--- src/rtl/ps2_rx_if.sv ---
// PS/2 receiver bus: the raw PS/2 lines and rx_en go in, and the received byte and status pulses come out.
// The master side is the environment; the slave side is the receiver.
`timescale 1ns/1ps
interface ps2_rx_if;
  logic       ps2c;
  logic       ps2d;
  logic       rx_en;
  logic [7:0] dout;
  logic       rx_done_tick;
  logic       frame_err;

  modport master (
    output ps2c, ps2d, rx_en,
    input  dout, rx_done_tick, frame_err
  );

  modport slave (
    input  ps2c, ps2d, rx_en,
    output dout, rx_done_tick, frame_err
  );
endinterface

--- src/rtl/ps2_rx.sv ---
// PS/2 device-to-host frame receiver with a glitch-filtered clock and a stalled-frame timeout.
// Define PS2_PARITY_CHECK_EN to reject frames that fail the odd-parity check.
`timescale 1ns/1ps
module ps2_rx #(
  parameter int FILTER_LEN = 8,
  parameter int TIMEOUT    = 50000
) (
  input  logic    clk,
  input  logic    reset,
  ps2_rx_if.slave bus
);
  localparam int TW = $clog2(TIMEOUT + 1);

  typedef enum logic [1:0] {IDLE, SHIFT, LOAD} state_t;

  state_t                state_q, state_d;
  logic                  ps2c_meta_q, ps2c_sync_q;
  logic                  ps2d_meta_q, ps2d_sync_q;
  logic [FILTER_LEN-1:0] hist_q, hist_d;
  logic                  filt_q, filt_d;
  logic                  fall;
  logic [3:0]            bit_cnt_q, bit_cnt_d;
  logic [TW-1:0]         idle_cnt_q, idle_cnt_d, idle_inc;
  logic [9:0]            shreg_q, shreg_d;
  logic [7:0]            dout_q, dout_d;
  logic                  done_q, done_d;
  logic                  err_q, err_d;
  logic                  frame_ok;

  // The filter history and level start at 1 so that leaving reset cannot look like a falling edge.
  always_ff @(posedge clk) begin
    if (reset) begin
      ps2c_meta_q <= 1'b1;
      ps2c_sync_q <= 1'b1;
      ps2d_meta_q <= 1'b1;
      ps2d_sync_q <= 1'b1;
      hist_q      <= '1;
      filt_q      <= 1'b1;
      state_q     <= IDLE;
      bit_cnt_q   <= '0;
      idle_cnt_q  <= '0;
      shreg_q     <= '0;
      dout_q      <= '0;
      done_q      <= 1'b0;
      err_q       <= 1'b0;
    end else begin
      ps2c_meta_q <= bus.ps2c;
      ps2c_sync_q <= ps2c_meta_q;
      ps2d_meta_q <= bus.ps2d;
      ps2d_sync_q <= ps2d_meta_q;
      hist_q      <= hist_d;
      filt_q      <= filt_d;
      state_q     <= state_d;
      bit_cnt_q   <= bit_cnt_d;
      idle_cnt_q  <= idle_cnt_d;
      shreg_q     <= shreg_d;
      dout_q      <= dout_d;
      done_q      <= done_d;
      err_q       <= err_d;
    end
  end

  always_comb begin
    hist_d = {hist_q[FILTER_LEN-2:0], ps2c_sync_q};
    filt_d = filt_q;
    if (&hist_q) begin
      filt_d = 1'b1;
    end else if (~|hist_q) begin
      filt_d = 1'b0;
    end
    fall = filt_q & ~filt_d;
  end

  // The status pulses are registered on the edge that enters LOAD, so they are visible during LOAD itself.
  always_comb begin
    state_d    = state_q;
    bit_cnt_d  = bit_cnt_q;
    idle_cnt_d = idle_cnt_q;
    shreg_d    = shreg_q;
    dout_d     = dout_q;
    done_d     = 1'b0;
    err_d      = 1'b0;
    frame_ok   = 1'b0;
    idle_inc   = idle_cnt_q + 1'b1;

    case (state_q)
      IDLE: begin
        idle_cnt_d = '0;
        if (fall && bus.rx_en && !ps2d_sync_q) begin
          state_d   = SHIFT;
          bit_cnt_d = 4'd10;
        end
      end
      SHIFT: begin
        if (fall) begin
          shreg_d    = {ps2d_sync_q, shreg_q[9:1]};
          bit_cnt_d  = bit_cnt_q - 1'b1;
          idle_cnt_d = '0;
          if (bit_cnt_q == 4'd1) begin
            state_d = LOAD;
`ifdef PS2_PARITY_CHECK_EN
            frame_ok = shreg_d[9] & (^shreg_d[8:0]);
`else
            frame_ok = shreg_d[9];
`endif
            if (frame_ok) begin
              dout_d = shreg_d[7:0];
              done_d = 1'b1;
            end else begin
              err_d = 1'b1;
            end
          end
        end else if (idle_inc == TW'(TIMEOUT - 1)) begin
          state_d    = IDLE;
          idle_cnt_d = '0;
          err_d      = 1'b1;
        end else begin
          idle_cnt_d = idle_inc;
        end
      end
      LOAD: begin
        state_d = IDLE;
      end
      default: begin
        state_d = IDLE;
      end
    endcase
  end

  assign bus.dout         = dout_q;
  assign bus.rx_done_tick = done_q;
  assign bus.frame_err    = err_q;
endmodule

--- src/flat_wrapper.sv ---
// flat-port wrapper written by rule: the top's interface ports become plain ports
module ps2_rx_flat 
#(
  parameter int FILTER_LEN = 8,
  parameter int TIMEOUT    = 50000
)
  (clk, reset, bus_ps2c, bus_ps2d, bus_rx_en, bus_dout, bus_rx_done_tick, bus_frame_err);
  ps2_rx_if bus_i ();
  input  logic clk;
  input  logic reset;
  input wire logic [$bits(bus_i.ps2c)-1:0] bus_ps2c;
  input wire logic [$bits(bus_i.ps2d)-1:0] bus_ps2d;
  input wire logic [$bits(bus_i.rx_en)-1:0] bus_rx_en;
  output wire logic [$bits(bus_i.dout)-1:0] bus_dout;
  output wire logic [$bits(bus_i.rx_done_tick)-1:0] bus_rx_done_tick;
  output wire logic [$bits(bus_i.frame_err)-1:0] bus_frame_err;
  assign bus_i.ps2c = bus_ps2c;
  assign bus_i.ps2d = bus_ps2d;
  assign bus_i.rx_en = bus_rx_en;
  assign bus_dout = bus_i.dout;
  assign bus_rx_done_tick = bus_i.rx_done_tick;
  assign bus_frame_err = bus_i.frame_err;
  ps2_rx #(.FILTER_LEN(FILTER_LEN), .TIMEOUT(TIMEOUT)) u_core (.clk(clk), .reset(reset), .bus(bus_i));
endmodule
--- config.mk ---
export PLATFORM = sky130hd
export DESIGN_NAME = ps2_rx_flat
export DESIGN_NICKNAME = d
export VERILOG_FILES = /design/src/rtl/ps2_rx_if.sv /design/src/rtl/ps2_rx.sv /design/src/flat_wrapper.sv
export SDC_FILE = /design/constraint.sdc
export NUM_CORES = 1
export LEC_CHECK = 0
export ABC_AREA = 1
export BUFFER_PORTS_ARGS = -buffer_cell sky130_fd_sc_hd__buf_2
export CAP_MARGIN = 20
export CELL_PAD_IN_SITES_DETAIL_PLACEMENT = 0
export CELL_PAD_IN_SITES_GLOBAL_PLACEMENT = 2
export CORE_AREA = 3 3 94 96
export CTS_CLUSTER_SIZE = 28
export DETAILED_ROUTE_END_ITERATION = 10
export DIE_AREA = 0 0 97 99
export HOLD_SLACK_MARGIN = 0.08
export PLACE_DENSITY_LB_ADDON = 0.1
export SYNTH_ARGS = -nofsm -noshare
export SYNTH_HDL_FRONTEND = slang
export SYNTH_SLANG_ARGS = --single-unit
--- constraint.sdc ---
create_clock -name clk -period 1.6 [get_ports clk]
set_input_delay 0.16 -clock clk [delete_from_list [all_inputs] [get_ports clk]]
set_output_delay 0.16 -clock clk [all_outputs]
set_load 0.05 [all_outputs]
==> reports/qor_table.md, run 1 <==
| Stage | Item | This run |
|---|---|---|
| worst setup path | CP startpoint kind | flop |
| floorplan | Initial cell density of the core | 0.303 |
| route | Remaining number of nets flagged by the antenna check after routing | 0 |
| yosys | Netlist area before placement | 2460 µm² |
| job | Max-cap check violation count | 0 |
| global routing | Global-route wire length before repair | 10900 µm |
| floorplan | Number of top-level pins | 15 |
| cells and area | Share of layout cells above drive strength 1 | 0.399 |
| route | Average vias per placed instance | 4.49 |
| global routing | Overall Global Routing Usage | 0.141 |
| timing | Final hold violations | 0 |
| timing | Max Clk Rate | 0.556 GHz |
| yosys | Number of distinct library cell variants in the gate-level netlist after synthesis | 23 |
| timing | Number of setup violations in the final report | 20 |
| yosys | Syn nets | 353 |
| cts | Clock-pin slew on the worst setup and hold paths | 110 ps |
| timing | Setup_tns | -1960 ps |
| route | Routed WL per cell | 12.5 µm |
| worst setup path | Required @ worst endpoint | 1860 ps |
| route | Detailed-route wire length | 6740 µm |
| cells and area | Net count, final | 442 |
| worst setup path | FF-to-FF path depth | 11 |
| route | Total via count after detailed routing | 2422 |
| worst hold path | Class of the tightest hold or removal check | input port to flop |
| floorplan | Overall die width | 97 µm |
| cts | H-tree levels | 2 |
| placed design | Routability cong. | 0.762 |
| floorplan | Die Height | 99 µm |
| floorplan | Placement Rows | 33 |
| timing | Final WS setup | -198 ps |
| cts | Buffer cell driving the clock tree root | sky130_fd_sc_hd__clkbuf_8 |
| route | # DRC | 0 |
| worst setup path | CP max FO | 6 |
| power and ir drop | Switching power total | 547 µW |
| timing | Max Clock Skew | 6.38 ps |
| yosys | Yosys warning total | 0 |
| worst hold path | Cell depth of the worst min-delay path | 2 |
| outcome | Run status | complete, but fails checks |
| global routing | Global route overflow | 0 |
| global routing | Number of antenna violations at the first check in global routing | 0 |
| placed design | Quantity of I/O buffers inserted on ports | 14 |
| timing | Unrepaired setup endpoints after global routing | true |
| power and ir drop | Design internal power | 1850 µW |
| timing | Tcrit/Tclk final | 1.12 |
| power and ir drop | Share of total power in combinational logic | 0.024 |
| global routing | Vias in the first global route | 2298 |
| worst setup path | Type of destination of the critical path | flop |
| placed design | Worst setup slack before clock tree synthesis | -305 ps |
| power and ir drop | Cell leakage power | 0.00155 µW |
| worst setup path | Class of the most critical setup path | flop to flop |
| cells and area | Antenna diode instance count | 0 |
| yosys | Share of synthesized area occupied by flip-flops and latches | 0.439 |
| route | Number of detailed-routing iterations run before antenna repair | 4 |
| outcome | Violations in the final reports | negative setup slack |
| floorplan | Core Region | 8130 µm² |
| floorplan | Overall die area | 9600 µm² |
| cts | Number of sinks handled by clock tree synthesis | 54 |
| timing | Max-slew violation count | 0 |
| placed design | Half-perimeter wire length of the detailed placement result | 4560 µm |
| cts | Clock tree from TritonCTS | built |
| cts | Maximum count of clock buffers along a single path | 2 |
| cts | Clock network latency to the later pin of the worst-skew pair | 320 ps |
| timing | Headroom to the max-slew limit | 0.759 |
| timing | Transition time at the pin with the least slew margin | 362 ps |
| yosys | Average size of a mapped cell | 7.16 µm² |
| yosys | Syn Inst Count | 344 |
| worst setup path | Critical path arrival | 2050 ps |
| power and ir drop | Share of total power in sequential cells | 0.563 |
| timing | Final critical path time including I/O delays and setup | 1800 ps |
| power and ir drop | Worst VDD drop | 293 µV |
| cells and area | Relative area change from synthesis to final layout | 45.7% |
| power and ir drop | PD cells | 667 nW/µm² |
| power and ir drop | Sw Ratio | 0.229 |
| global routing | Pin count of the biggest net entering global routing | 28 |
| cts | Clock buffers created by TritonCTS | 5 |
| route | Initial DRC Count | 60 |
| power and ir drop | Relative contribution of the clock network to total power | 0.413 |
| yosys | Total of flip-flops plus latches after synthesis | 54 |
==> Yosys cell counts (all sizes together) <==
master	n	area, µm²
clkbuf	7	26.3
xnor2	1	8.76
a31oi	1	6.26
nand2	74	303
ha	4	50.1
clkinv	1	3.75
nand3	35	200
a21oi	22	110
xor2	3	26.3
nor2	64	273
o211ai	1	7.51
dfxtp	54	1080
or2	6	37.5
buf	4	20.0
o21ai	22	110
nand4	10	62.6
nor3	1	10.0
inv	34	128
==> cell usage in the layout (no fill, tap or decap), types with 2 or more instances in the layout <==
master                          netlist  routed
sky130_fd_sc_hd__o21ai_0             22       7
sky130_fd_sc_hd__nor2_4               2       7
sky130_fd_sc_hd__nand4_1             10      10
sky130_fd_sc_hd__o21ai_2              0      13
sky130_fd_sc_hd__nand3_1             30      22
sky130_fd_sc_hd__nand2_2              4       5
sky130_fd_sc_hd__inv_6                0       2
sky130_fd_sc_hd__buf_4                0      66
sky130_fd_sc_hd__xor2_1               3       2
sky130_fd_sc_hd__nand3_2              5      12
sky130_fd_sc_hd__buf_6                0       7
sky130_fd_sc_hd__nor2_1              55      51
sky130_fd_sc_hd__clkbuf_8             0       5
sky130_fd_sc_hd__inv_2                0       3
sky130_fd_sc_hd__inv_4                0       2
sky130_fd_sc_hd__ha_1                 4       3
sky130_fd_sc_hd__or2_2                6       6
sky130_fd_sc_hd__dfxtp_4              0       2
sky130_fd_sc_hd__a21oi_1             22      18
sky130_fd_sc_hd__a21oi_2              0       4
sky130_fd_sc_hd__inv_1               34      29
sky130_fd_sc_hd__nor2_2               7       6
sky130_fd_sc_hd__o21ai_1              0       2
sky130_fd_sc_hd__dfxtp_2              0       8
sky130_fd_sc_hd__nand2_1             68      67
sky130_fd_sc_hd__dlygate4sd3_1        0       2
sky130_fd_sc_hd__buf_8                0       2
sky130_fd_sc_hd__buf_2                4      14
sky130_fd_sc_hd__nand2_4              2       3
sky130_fd_sc_hd__dfxtp_1             54      44
==> stage by stage <==
| step | instance area, µm² | util | hold WS [ps] | cells | power [µW] |
|---|---|---|---|---|---|
| 6_report | 3590 | 0.441 | 192 | 539 | 2390 |
| 5_1_grt | 3590 | 0.441 | 199 | 539 | 2500 |
| 4_1_cts | 3330 | 0.409 | 188 | 528 | 2440 |
| 3_5_place_dp | 3090 | 0.380 | 347 | 512 | 1430 |
| 3_3_place_gp | 3090 | 0.380 | 346 | 512 | 1430 |
| 2_1_floorplan | 2490 | - | 264 | 344 | 1400 |
==> registers in the layout, summed over array words and instances, names as in the netlist <==
name,cells
u_core.idle_cnt_q,16
u_core.shreg_q,9
u_core.bus.dout,8
u_core.hist_q,8
u_core.bit_cnt_q,4
u_core.state_q,2
u_core.bus.frame_err,1
u_core.bus.rx_done_tick,1
u_core.filt_q,1
u_core.ps2c_meta_q,1
u_core.ps2c_sync_q,1
u_core.ps2d_meta_q,1
u_core.ps2d_sync_q,1
==> final cells by class <==
cell class,count,area (µm²)
Fill cell,826,4550
Multi-Input combinational cell,245,1390
Sequential cell,54,1100
Timing Repair Buffer,92,714
Inverter,35,136
Tap cell,105,131
Clock buffer,5,68.8
Clock inverter,3,47.5
==> repair_timing <==
action / in CTS / in global routing
hold buffers: 2 / 0
setup endpoints to repair: 23 / 34
gates resized for setup: 14 / 66
hold endpoints to repair: 2 / 0
buffers inserted: 5 / 12
gates cloned: 1 / 0
pin swaps: 11 / 25
==> per-layer routing <==
layer,up-vias,global-route usage,share of wire
li1,1286,-,-
met1,1101,0.181,0.48
met2,28,0.237,0.48
met3,7,0.0304,0.024
met4,0,0.0410,0.0098
met5,-,0,0
==> critical path, stage by stage, from the launching register on <==
cell                      delay, ps
sky130_fd_sc_hd__dfxtp_4        390
sky130_fd_sc_hd__ha_4           150
sky130_fd_sc_hd__nand3_4         90
sky130_fd_sc_hd__nor2_4         160
sky130_fd_sc_hd__buf_4          140
sky130_fd_sc_hd__nand3_1         70
sky130_fd_sc_hd__nand2_1        100
sky130_fd_sc_hd__nand3_2        100
sky130_fd_sc_hd__nor2_4         180
sky130_fd_sc_hd__buf_4          140
sky130_fd_sc_hd__nand3_2         80
sky130_fd_sc_hd__a21oi_2        140
==> kinds of logic after synthesis <==
family                     synth area share
AOI/OAI and AO/OA                    0.0950
buffers and inverters                0.0721
and+or+nand+nor                       0.360
adders and majority gates            0.0203
DFF                                   0.439
xor gates and xnor gates             0.0142
==> path summary, 6_finish.rpt <==
kind	startpoint	end	slack [ps]
max	u_core.idle_cnt_q[0]	u_core.bus.frame_err	-200
min	reset	u_core.state_q[1]	190
min reg2reg	u_core.ps2c_sync_q	u_core.hist_q[0]	420
max reg2reg	u_core.idle_cnt_q[0]	u_core.bus.frame_err	-200
==> power groups by stage <==
stage | Combinational [µW] | Sequential [µW] | Clock, µW
2_1_floorplan | 24.3 | 1380 | 0
3_3_place_gp | 47.3 | 1380 | 0
3_5_place_dp | 47.2 | 1380 | 0
4_1_cts | 51.2 | 1350 | 1040
5_1_grt | 62.0 | 1350 | 1080
6_report | 56.9 | 1350 | 989
(Power assumes the default switching activity.)
==> inputs of run 2 (changes only) <==
--- a/config.mk
+++ b/config.mk
@@ -10,10 +10,10 @@
 export CAP_MARGIN = 20
 export CELL_PAD_IN_SITES_DETAIL_PLACEMENT = 0
 export CELL_PAD_IN_SITES_GLOBAL_PLACEMENT = 2
-export CORE_AREA = 3 3 94 96
+export CORE_AREA = 3 3 86 88
 export CTS_CLUSTER_SIZE = 28
 export DETAILED_ROUTE_END_ITERATION = 10
-export DIE_AREA = 0 0 97 99
+export DIE_AREA = 0 0 89 91
 export HOLD_SLACK_MARGIN = 0.08
 export PLACE_DENSITY_LB_ADDON = 0.1
 export SYNTH_ARGS = -nofsm -noshare
==> constraint.sdc (replaced) <==
create_clock -name clk -period 2.1 [get_ports clk]
set_input_delay 0.21 -clock clk [delete_from_list [all_inputs] [get_ports clk]]
set_output_delay 0.21 -clock clk [all_outputs]
set_load 0.05 [all_outputs]
==> run 2 against run 1 <==
  * Cell area is 22% lower
  * Total power shrank 26%
  * Via count decreased by 13%
  * Sequential power is 24% lower
  * Highest routed layer unchanged
  * Combinational power decreased by 43%
  * The run now ends clean
  * Critical path type unchanged
  * Worst setup slack better by 380 ps
  * Global-route usage increased by 0.56 points
  * First-iteration DRC count is 75% higher
  * Clock power fell by 28%
  * Core utilization fell by 2.4 points
  * Count of clock-buffer cells in the layout grew 1
==> reports/qor_table.md, run 2 (synthesis results as in run 1) <==
| Stage | Item | This run | vs previous |
|---|---|---|---|
| outcome | Run status | finished, final reports clean | was complete, but fails checks |
| timing | Tcrit/Tclk final | 0.914 | was 1.12 |
| worst setup path | Critical path arrival | 2140 ps | was 2050 ps |
| power and ir drop | Switching power total | 374 µW | was 547 µW |
| placed design | Half-perimeter wire length of the detailed placement result | 3930 µm | was 4560 µm |
| cells and area | Net count, final | 374 | was 442 |
| route | Initial DRC Count | 105 | was 60 |
| cts | Clock network latency to the later pin of the worst-skew pair | 310 ps | was 320 ps |
| worst setup path | Critical R2R Launch | u_core.idle_cnt_q[1] | was u_core.idle_cnt_q[0] |
| power and ir drop | Share of total power in combinational logic | 0.018 | was 0.024 |
| placed design | Placed cells | 435 | was 512 |
| timing | Max-slew violation count | 0 | unchanged |
| timing | Transition time at the pin with the least slew margin | 1010 ps | was 362 ps |
| timing | Number of setup violations in the final report | 0 | was 20 |
| cells and area | Antenna diode instance count | 0 | unchanged |
| worst setup path | CP max FO | 7 | was 6 |
| cts | Clock buffers created by TritonCTS | 5 | unchanged |
| job | Max-cap check violation count | 0 | unchanged |
| global routing | Overall Global Routing Usage | 0.146 | was 0.141 |
| global routing | Global route overflow | 0 | unchanged |
| timing | Final WS setup | 180 ps | was -198 ps |
| route | Number of detailed-routing iterations run before antenna repair | 4 | unchanged |
| route | Average vias per placed instance | 4.74 | was 4.49 |
| worst setup path | FF-to-FF path depth | 14 | was 11 |
| power and ir drop | Design internal power | 1400 µW | was 1850 µW |
| worst setup path | Type of destination of the critical path | flop | unchanged |
| cts | Maximum count of clock buffers along a single path | 2 | unchanged |
| timing | Headroom to the max-slew limit | 0.326 | was 0.759 |
| global routing | Global-route wire length before repair | 9400 µm | was 10900 µm |
| power and ir drop | PD cells | 632 nW/µm² | was 667 nW/µm² |
| cells and area | Most common cell after layout, fill and taps aside | sky130_fd_sc_hd__nand2_1 | unchanged |
| worst setup path | Slack of the worst reg-to-reg path | 180 ps | was -200 ps |
| floorplan | Die Height | 91 µm | was 99 µm |
| route | Remaining number of nets flagged by the antenna check after routing | 0 | unchanged |
| power and ir drop | Cell leakage power | 0.00120 µW | was 0.00155 µW |
| worst hold path | Class of the tightest hold or removal check | input port to flop | unchanged |
| cells and area | Number of flip-flops in the largest register | 16 | unchanged |
| cells and area | Share of layout cells above drive strength 1 | 0.167 | was 0.399 |
| floorplan | Number of top-level pins | 15 | unchanged |
| cells and area | Top Registers | u_core.idle_cnt_q (16), u_core.shreg_q (9) | unchanged |
| cells and area | FILL cells | 716 | was 826 |
| route | Routed WL per cell | 12.9 µm | was 12.5 µm |
| floorplan | Placement Rows | 30 | was 33 |
| worst hold path | Hold wc startpoint | bus_rx_en | was reset |
| power and ir drop | Relative contribution of the clock network to total power | 0.400 | was 0.413 |
| cells and area | Final instance count without filler cells | 446 | was 539 |
| timing | Final critical path time including I/O delays and setup | 1920 ps | was 1800 ps |
| floorplan | Overall die area | 8100 µm² | was 9600 µm² |
| cts | Number of sinks handled by clock tree synthesis | 54 | unchanged |
| cells and area | Register with the most flip-flops | u_core.idle_cnt_q | unchanged |
| worst setup path | Class of the most critical setup path | flop to flop | unchanged |
| timing | Smallest hold slack | 299 ps | was 192 ps |
| cts | H-tree levels | 2 | unchanged |
| cells and area | Relative area change from synthesis to final layout | 13.7% | was 45.7% |
| timing | Max Clk Rate | 0.521 GHz | was 0.556 GHz |
| timing | Max Clock Skew | 9.11 ps | was 6.38 ps |
| floorplan | Overall die width | 89 µm | was 97 µm |
| worst hold path | Cell depth of the worst min-delay path | 5 | was 2 |
| timing | Final hold violations | 0 | unchanged |
| route | Total via count after detailed routing | 2114 | was 2422 |
| global routing | Pin count of the biggest net entering global routing | 28 | unchanged |
| floorplan | Initial cell density of the core | 0.367 | was 0.303 |
| worst setup path | CP startpoint kind | flop | unchanged |
| worst setup path | Required @ worst endpoint | 2320 ps | was 1860 ps |
| cells and area | Most frequent cells in the layout | 68 x sky130_fd_sc_hd__nand2_1, 55 x sky130_fd_sc_hd__nor2_1, 52 x sky130_fd_sc_hd__dfxtp_1, 34 x sky130_fd_sc_hd__inv_1, 30 x sky130_fd_sc_hd__nand3_1 | was 67 x sky130_fd_sc_hd__nand2_1, 66 x sky130_fd_sc_hd__buf_4, 51 x sky130_fd_sc_hd__nor2_1, 44 x sky130_fd_sc_hd__dfxtp_1, 29 x sky130_fd_sc_hd__inv_1 |
| power and ir drop | Share of total power in sequential cells | 0.582 | was 0.563 |
| route | # DRC | 0 | unchanged |
| floorplan | Core Region | 6720 µm² | was 8130 µm² |
| cts | Buffer cell driving the clock tree root | sky130_fd_sc_hd__clkbuf_8 | unchanged |
| route | Detailed-route wire length | 5760 µm | was 6740 µm |
| placed design | Quantity of I/O buffers inserted on ports | 14 | unchanged |
| worst setup path | Critical Path Source | u_core.idle_cnt_q[1] | was u_core.idle_cnt_q[0] |
| placed design | Worst setup slack before clock tree synthesis | 140 ps | was -305 ps |
| placed design | Routability cong. | 0.753 | was 0.762 |
| worst setup path | Endpoint of the worst-slack reg-to-reg timing path | u_core.state_q[0] | was u_core.bus.frame_err |
| timing | Setup_tns | 0 ps | was -1960 ps |
| power and ir drop | Worst VDD drop | 360 µV | was 293 µV |
| cts | Count of buffers added by post-CTS timing repair for setup | 0 | was 5 |
| global routing | Number of antenna violations at the first check in global routing | 0 | unchanged |
| global routing | Vias in the first global route | 1967 | was 2298 |
| cts | Clock tree from TritonCTS | built | unchanged |
| power and ir drop | Sw Ratio | 0.211 | was 0.229 |
| timing | Unrepaired setup endpoints after global routing | true | unchanged |
| worst hold path | End point of the worst hold path | u_core.state_q[0] | was u_core.state_q[1] |
| cts | Clock-pin slew on the worst setup and hold paths | 100 ps | was 110 ps |
run 2: cell types whose count changed in the layout (fill, tap and decap cells not counted), sizes merged:
cell | before | now
clkbuf | 5 | 6
inv | 36 | 34
buf | 90 | 22
clkinvlp | 0 | 1
run 2: through the flow:
stage	total power, µW	util	instance area [µm²]
floorplan	1070	-	2460
global placement	1080	0.394	2650
detailed placement	1080	0.394	2650
CTS	1790	0.413	2780
global route	1830	0.417	2800
finish	1770	0.417	2800
run 2: final cells by class:
| class | count | area [µm²] | area share |
|---|---|---|---|
| multi-input combinational | 245 | 1230 | 0.438 |
| sequential | 54 | 1080 | 0.387 |
| timing repair buffer | 24 | 150 | 0.0536 |
| inverter | 35 | 131 | 0.0469 |
| tap | 80 | 100 | 0.0357 |
| clock buffer | 6 | 72.6 | 0.0259 |
| clock inverter | 2 | 37.5 | 0.0134 |
run 2: repair_timing:
action                                  in CTS  in global routing
endpoints found under the setup margin       0                  7
endpoints found under the hold margin        2                  0
hold buffers                                 2                  0
gates resized for setup                      0                  5
run 2: worst max-delay path: stages (launching register included):
cell and delay (ps):
sky130_fd_sc_hd__dfxtp_2 380, sky130_fd_sc_hd__ha_2 210, sky130_fd_sc_hd__nand3_2 120, sky130_fd_sc_hd__nor2_4 200
sky130_fd_sc_hd__nand2_1 70, sky130_fd_sc_hd__nand2_1 60, sky130_fd_sc_hd__nand2_1 70, sky130_fd_sc_hd__nor2_1 100
sky130_fd_sc_hd__nand2_1 100, sky130_fd_sc_hd__nor2_4 160, sky130_fd_sc_hd__nand2_4 110, sky130_fd_sc_hd__nand2_4 70
sky130_fd_sc_hd__nand3_1 70, sky130_fd_sc_hd__nand2_1 60, sky130_fd_sc_hd__inv_1 30
run 2: power by group through the flow:
stage	clock network (µW)	logic (µW)	registers [µW]
final	708	32.6	1030
after global routing	766	36.1	1030
after CTS	730	33.2	1030
after detailed placement	0	30.4	1050
after global placement	0	30.2	1050
after floorplan	0	18.5	1050
run 2: metal layers:
layer  share of wire  global-route usage  vias up
met3           0.030              0.0263        7
li1                -                   -     1135
met5               0                   0        -
met2            0.47               0.225       33
met4           0.014              0.0422        0
met1            0.49               0.208      939
run 2: worst max-delay path by stage:
stage / end / slack, ps
global route: u_core.state_q[0] / -0.3
finish: u_core.state_q[0] / 180
CTS: u_core.state_q[0] / 110
detailed placement: u_core.state_q[0] / 140
global placement: u_core.state_q[0] / 170
floorplan: u_core.state_q[0] / 390
